--- src/rtl/cpld_io_pkg.sv ---
// Shared constants and helpers for the peripheral-CPLD serial master.
// Holds the board defaults, the navigation button order and the slot timing helpers.
package cpld_io_pkg;

  // Board defaults
  localparam int unsigned DefFrameBits = 16;
  localparam int unsigned DefNavLsb    = 8;
  localparam int unsigned DefNavBits   = 5;

  // Width of each per-button debounce counter
  localparam int unsigned DebCntW = 4;

  // Button order within the nav field, starting at NAV_LSB
  typedef enum logic [2:0] {
    NavUp     = 3'd0,
    NavDown   = 3'd1,
    NavLeft   = 3'd2,
    NavRight  = 3'd3,
    NavSelect = 3'd4
  } nav_e;

  // Serial clock half-period in system clock cycles
  function automatic int unsigned half_period(input int unsigned div_log2);
    return 32'd1 << div_log2;
  endfunction

  // One slot is a full serial clock period
  function automatic int unsigned slot_len(input int unsigned div_log2);
    return 32'd2 << div_log2;
  endfunction

endpackage

--- src/rtl/cpld_serial_io_nav_debounce.sv ---
// Per-button debounce.
// strobe_i : one pulse per received frame
// sample_i : button bit from that frame
// level_o  : accepted level, changes after DEB_FRAMES consecutive differing frames
// press_o  : one-cycle pulse on the cycle level_o rises
module nav_debounce
  import cpld_io_pkg::*;
#(
  parameter int unsigned DEB_FRAMES = 3
) (
  input  logic clk_i,
  input  logic rst_i,
  input  logic strobe_i,
  input  logic sample_i,
  output logic level_o,
  output logic press_o
);

  logic [DebCntW-1:0] cnt_q, cnt_d;
  logic               level_q, level_d;
  logic               press_q, press_d;

  always_comb begin
    cnt_d   = cnt_q;
    level_d = level_q;
    press_d = 1'b0;
    if (strobe_i) begin
      if (sample_i != level_q) begin
        if (cnt_q + 1'b1 == DebCntW'(DEB_FRAMES)) begin
          cnt_d   = '0;
          level_d = sample_i;
          // Only a rising acceptance is a press
          press_d = sample_i;
        end else begin
          cnt_d = cnt_q + 1'b1;
        end
      end else begin
        cnt_d = '0;
      end
    end
  end

  always_ff @(posedge clk_i) begin
    if (rst_i) begin
      cnt_q   <= '0;
      level_q <= 1'b0;
      press_q <= 1'b0;
    end else begin
      cnt_q   <= cnt_d;
      level_q <= level_d;
      press_q <= press_d;
    end
  end

  assign level_o = level_q;
  assign press_o = press_q;

endmodule

--- src/rtl/cpld_serial_io.sv ---
// Serial master for the board's peripheral CPLD.
// Each frame shifts FRAME_BITS of tx data out (bit 0 first), captures FRAME_BITS from the
// CPLD, then spends one slot with cpld_load high. Frames run back to back.
// clk_i, rst_i        : system clock, synchronous active-high reset
// tx_data_i           : word to send, snapshotted at frame start
// cpld_miso_i         : serial data from the CPLD
// cpld_mosi_o/clk_o/load_o : registered serial outputs, mutually aligned
// cpld_rstn_o         : ~rst_i, cpld_jtagen_o : tied low
// frame_start_o       : pulse on the snapshot cycle
// rx_data_o/rx_valid_o: last complete received frame and its update pulse
// nav_level_o/nav_press_o : debounced buttons and rising-edge pulses
module cpld_serial_io
  import cpld_io_pkg::*;
#(
  parameter int unsigned CLK_DIV_LOG2 = 12,
  parameter int unsigned FRAME_BITS   = DefFrameBits,
  parameter int unsigned NAV_BITS     = DefNavBits,
  parameter int unsigned NAV_LSB      = DefNavLsb,
  parameter int unsigned DEB_FRAMES   = 3
) (
  input  logic                  clk_i,
  input  logic                  rst_i,
  input  logic [FRAME_BITS-1:0] tx_data_i,
  input  logic                  cpld_miso_i,
  output logic                  cpld_mosi_o,
  output logic                  cpld_clk_o,
  output logic                  cpld_load_o,
  output logic                  cpld_rstn_o,
  output logic                  cpld_jtagen_o,
  output logic                  frame_start_o,
  output logic [FRAME_BITS-1:0] rx_data_o,
  output logic                  rx_valid_o,
  output logic [NAV_BITS-1:0]   nav_level_o,
  output logic [NAV_BITS-1:0]   nav_press_o
);

  localparam int unsigned DivW  = CLK_DIV_LOG2 + 1;
  localparam int unsigned SlotW = $clog2(FRAME_BITS + 1);
  localparam int unsigned IdxW  = $clog2(FRAME_BITS);

  localparam logic [DivW-1:0]  DivMax   = DivW'(slot_len(CLK_DIV_LOG2) - 1);
  localparam logic [DivW-1:0]  DivHalf  = DivW'(half_period(CLK_DIV_LOG2));
  localparam logic [SlotW-1:0] LoadSlot = SlotW'(FRAME_BITS);

  logic [DivW-1:0]       div_q, div_d;
  logic [SlotW-1:0]      slot_q, slot_d;
  logic [FRAME_BITS-1:0] tx_shadow_q, tx_shadow_d;
  logic [FRAME_BITS-1:0] rx_shift_q, rx_shift_d;
  logic [FRAME_BITS-1:0] rx_data_q, rx_data_d;
  logic                  rx_valid_q, rx_valid_d;
  logic                  mosi_q, mosi_d;
  logic                  sclk_q, sclk_d;
  logic                  load_q, load_d;

  logic            in_load;
  logic            slot_end;
  logic            frame_end;
  logic            frame_start;
  logic [IdxW-1:0] idx;

  assign in_load   = (slot_q == LoadSlot);
  assign slot_end  = (div_q == DivMax);
  assign frame_end = in_load & slot_end;
  // Gated by reset so the pulse lands on the first cycle after release, not during reset
  assign frame_start = ~rst_i & (slot_q == '0) & (div_q == '0);
  // Only used outside the load slot, where slot_q < FRAME_BITS
  assign idx = slot_q[IdxW-1:0];

  always_comb begin
    div_d       = div_q + 1'b1;  // all-ones at slot end, so it wraps on its own
    slot_d      = slot_q;
    tx_shadow_d = tx_shadow_q;
    rx_shift_d  = rx_shift_q;
    rx_data_d   = rx_data_q;
    rx_valid_d  = 1'b0;

    if (slot_end) begin
      slot_d = in_load ? '0 : slot_q + 1'b1;
    end
    if (frame_start) begin
      tx_shadow_d = tx_data_i;
    end
    // Last cycle of the high phase
    if (!in_load && slot_end) begin
      rx_shift_d[idx] = cpld_miso_i;
    end
    if (frame_end) begin
      rx_data_d  = rx_shift_q;
      rx_valid_d = 1'b1;
    end

    // The shadow is loaded on this very edge, so slot 0 bit 0 comes straight from tx_data_i
    if (in_load) begin
      mosi_d = 1'b0;
    end else if (frame_start) begin
      mosi_d = tx_data_i[0];
    end else begin
      mosi_d = tx_shadow_q[idx];
    end
    sclk_d = ~in_load & (div_q >= DivHalf);
    load_d = in_load;
  end

  always_ff @(posedge clk_i) begin
    if (rst_i) begin
      div_q       <= '0;
      slot_q      <= '0;
      tx_shadow_q <= '0;
      rx_shift_q  <= '0;
      rx_data_q   <= '0;
      rx_valid_q  <= 1'b0;
      mosi_q      <= 1'b0;
      sclk_q      <= 1'b0;
      load_q      <= 1'b0;
    end else begin
      div_q       <= div_d;
      slot_q      <= slot_d;
      tx_shadow_q <= tx_shadow_d;
      rx_shift_q  <= rx_shift_d;
      rx_data_q   <= rx_data_d;
      rx_valid_q  <= rx_valid_d;
      mosi_q      <= mosi_d;
      sclk_q      <= sclk_d;
      load_q      <= load_d;
    end
  end

  // Strobed with the same edge that updates rx_data, using the word about to be published
  for (genvar j = 0; j < NAV_BITS; j++) begin : g_nav
    nav_debounce #(
      .DEB_FRAMES(DEB_FRAMES)
    ) u_nav_debounce (
      .clk_i   (clk_i),
      .rst_i   (rst_i),
      .strobe_i(frame_end),
      .sample_i(rx_shift_q[NAV_LSB + j]),
      .level_o (nav_level_o[j]),
      .press_o (nav_press_o[j])
    );
  end

  assign cpld_mosi_o   = mosi_q;
  assign cpld_clk_o    = sclk_q;
  assign cpld_load_o   = load_q;
  assign cpld_rstn_o   = ~rst_i;
  assign cpld_jtagen_o = 1'b0;
  assign frame_start_o = frame_start;
  assign rx_data_o     = rx_data_q;
  assign rx_valid_o    = rx_valid_q;

endmodule

--- config.mk ---
export PLATFORM = sky130hd
export DESIGN_NAME = cpld_serial_io
export DESIGN_NICKNAME = d
export VERILOG_FILES = /design/src/rtl/cpld_io_pkg.sv /design/src/rtl/cpld_serial_io_nav_debounce.sv /design/src/rtl/cpld_serial_io.sv
export SDC_FILE = /design/constraint.sdc
export NUM_CORES = 1
export LEC_CHECK = 0
export BUFFER_PORTS_ARGS = -buffer_cell sky130_fd_sc_hd__buf_2
export CAP_MARGIN = 20
export CORE_MARGIN = 5
export CORE_UTILIZATION = 35
export DETAILED_ROUTE_END_ITERATION = 12
export PLACE_DENSITY_LB_ADDON = 0.12
export SYNTH_ARGS = -nofsm -noshare
export SYNTH_HDL_FRONTEND = slang
export SYNTH_SLANG_ARGS = --single-unit
--- constraint.sdc ---
create_clock -name clk_i -period 5.6 [get_ports clk_i]
set_input_delay 0.28 -clock clk_i [delete_from_list [all_inputs] [get_ports clk_i]]
set_output_delay 0.28 -clock clk_i [all_outputs]
set_load 0.01 [all_outputs]
==> key figures <==
Pwr
  • NetSw: 324 uW
  • Switch share: 23.6%
  • P_leak: around 0.0021 uW
  • Comb power frac: 4.0%
  • Final Power: 1370 uW
  • Maximum VDD drop: 0.120 mV
  • Internal power: 1050 uW
  • Flop pwr share: 53.1%
  • Clock share of power: 42.8%
  • Pwr dens: about 250 nW/um2

Flow run
  • MaxCap Viol Count: 0

Synth
  • Top cells by area, synth: dfxtp_1 (42%), nand3_1 (6.8%), o21ai_0 (4.5%)
  • Synth area leader: dfxtp_1
  • Post-synth EDFFs: 0
  • Synth Area in Adders: 4.20%
  • Count leader, synth: dfxtp_1
  • Post-Synth XOR/XNOR Area: 3.49%
  • Syn Area/Cell: 8.80 um2
  • Synth top area share: a little over two fifths
  • Post-Synthesis Cells: 542
  • Compound-gate portion of the synthesized area: 17.7%
  • YS warnings: 0
  • Largest family of logic cells by synthesized area: simple AND/OR/NAND/NOR gates
  • Multiplexer share of the synthesized area: 5.88%
  • Seq/Total Area, Yosys: between 40% and 50%
  • Top FF cell, synth: dfxtp_1
  • Synthesized cell area: around 4800 um2
  • Post-synth ARST share: 0%
  • Post-synth top cells: dfxtp_1 (100), nand3_1 (65), o21ai_0 (43)
  • Simple-gate share of the synthesized area: 20.9%
  • Syn_nets: 577
  • Count of cell types in the netlist: approximately 50
  • Register bit total from synthesis: 100

Clock network
  • Post-CTS setup buffer count: 0
  • CTS HTree Levels: 3
  • Worst-Skew Late Latency: between 300 and 400 ps
  • Root Buffer: clkbuf_16
  • CTS tree: yes
  • # hold bufs at CTS: 0
  • TritonCTS sink count: 100
  • Max clock buf depth: 2
  • CTS Buf Count: 9
  • Clock slew at reported path FFs: 70 ps
  • Resized Gates After CTS: 0

Timing
  • Slew Limit Headroom: between 30% and 40%
  • RSZ-0062 raised after global routing: no
  • Fmax: 387 MHz
  • Final period util: a little under half
  • Slew Viols, Final: 0
  • Worst-margin pin slew: 975 ps
  • Clk_skew: 10.1 ps
  • Hold Violations, Final: 0
  • Setup TNS: 0 ps
  • Setup Viol. Count Final: 0
  • Fin crit period: 2580 ps

Setup path
  • Worst path required time: 5810 ps
  • Crit-path cells: ha_1, nand3_1, or4_1, buf_4, o21ai_0, o21ai_0
  • R2r worst-path depth: 6
  • CP most frequent cell: o21ai_0
  • Critical Path Source: div_q[0]
  • Worst setup path class: reg2reg
  • Largest incremental delay on the critical path: 620 ps
  • Largest fanout on the critical path: 36
  • R2r startpoint: div_q[0]
  • CP Capture Type: register
  • Setup crit end: g_nav[1].u_nav_debounce.cnt_q[2]
  • Crit-path slowest cell: o21ai_0
  • CP arrival: about 2800 ps
  • CP startpoint kind: register
  • R2r endpoint: g_nav[1].u_nav_debounce.cnt_q[2]
  • Reg2reg setup slack: 3020 ps

Floorplanning
  • Initial core utilization: 35.9%
  • IO Count: 52
  • Die height: 127 um
  • Die area: ~16,000 um2
  • Core footprint: 13,300 um2
  • Rows: 42
  • Die width: ~130 um

Routing
  • Total vias in the final route: 3,969
  • Vias/cell: 5.32
  • Number of DRC markers in iteration 0: 195
  • Drc violations: 0
  • Antenna viol nets, final: 0
  • Drt wl/cell: 16.1 um
  • Routed WL: 12,000 um
  • Drt pass-1 iters: 4

Global routing
  • Remaining Overflow, GRT: 0
  • First-pass GRT wire length: approximately 20,000 um
  • Number of global-route vias before repair: slightly below 4,000
  • Overall Global Routing Usage: between 10% and 20%
  • Initial antenna violation count: 0
  • Largest net degree at the start of global routing: 58

Status
  • Status: finished, final reports clean

Hold path
  • Hold Crit Depth: 2
  • Min-Delay Path Class: in2reg

Placed design
  • Port Buffers: 50
  • DP Wirelength: 8110 um
  • GP Congestion: slightly below 0.8

Final layout
  • Layout cells sized above 1: 14.7%
  • Diodes inserted: 0
  • Nets: 600
  • P&R area growth vs syn: 12.9%
## state kept, by name (all words and copies together) (netlist names)
signal	cells
cpld_clk_o	1
cpld_load_o	1
cpld_mosi_o	1
div_q	13
g_nav.u_nav_debounce.cnt_q	20
g_nav.u_nav_debounce.level_o	5
g_nav.u_nav_debounce.press_o	5
rx_data_o	16
rx_shift_q	16
rx_valid_o	1
slot_q	5
tx_shadow_q	16
## logic make-up (layout without fill, tap and decap cells)
| logic type | Yosys count | in the layout |
|---|---|---|
| other | 1 | 1 |
| buffers and inverters | 61 | 89 |
| AO/OA/AOI/OAI | 137 | 137 |
| adder cells (fa/ha/maj) | 16 | 16 |
| flip-flops | 100 | 100 |
| XOR/XNOR | 19 | 19 |
| AND/OR/NAND/NOR | 185 | 185 |
| multiplexers | 23 | 23 |
## per-stage QoR
step | utilization [%] | instance area (um2) | cells | setup slack, ps | hold WS, ps
2_1_floorplan | - | 4770 | 542 | 3320 | 397
3_3_place_gp | 38.4 | 5110 | 730 | 3060 | 449
3_5_place_dp | 38.4 | 5110 | 730 | 3030 | 456
4_1_cts | 40.5 | 5380 | 746 | 3010 | 141
5_1_grt | 40.5 | 5380 | 746 | 2750 | 161
6_report | 40.5 | 5380 | 746 | 3020 | 153
## cell type report
type / count / area (um2)
clock buffer: 9 / 225
clock inverter: 7 / 50.0
fill: 1365 / 7910
inverter: 16 / 60.1
multi-input combinational: 381 / 2520
sequential: 100 / 2000
tap: 176 / 220
timing repair buffer: 57 / 303
## worst min-delay path by stage
stage                  start       endpoint  slack, ps
3_5_place_dp   rx_shift_q[3]  rx_shift_q[3]        460
2_1_floorplan   tx_data_i[0]    cpld_mosi_o        400
4_1_cts         tx_data_i[0]    cpld_mosi_o        140
5_1_grt         tx_data_i[0]    cpld_mosi_o        160
6_report        tx_data_i[0]    cpld_mosi_o        150
3_3_place_gp   rx_shift_q[5]  rx_shift_q[5]        450
## power groups by stage
stage                     registers [uW]  clock network, uW  logic (uW)
after floorplan                      742                  0        38.0
after global placement               744                  0        55.1
after detailed placement             744                  0        56.0
after CTS                            727                605        56.5
after global routing                 728                636        63.2
final                                727                587        55.4
## routing by layer
metal	vias up	GRT usage [%]	wire [um]
met5	-	0	0
met4	0	5.93	214
met3	13	2.94	408
met2	72	24.7	5480
met1	1878	20.6	5910
li1	2006	-	-
## layout by cell type (no fill, tap or decap), types with 10 or more instances in the layout
cell,count
dfxtp_1,100
nand3_1,65
buf_2,50
o21ai_0,43
a21oi_1,41
nand2_1,34
nor2_1,24
mux2i_1,19
ha_1,16
inv_1,15
xor2_1,14
nor3_1,12
o31ai_1,10
## critical path, delay by kind of cell, from the launching register on
family                     cells  cell delay [ps]
and+or+nand+nor                2              810
AOI/OAI and AO/OA              2              770
DFF                            1              380
buffers and inverters          1              270
adders and majority gates      1              210
Power figures use the tool's default switching activity.
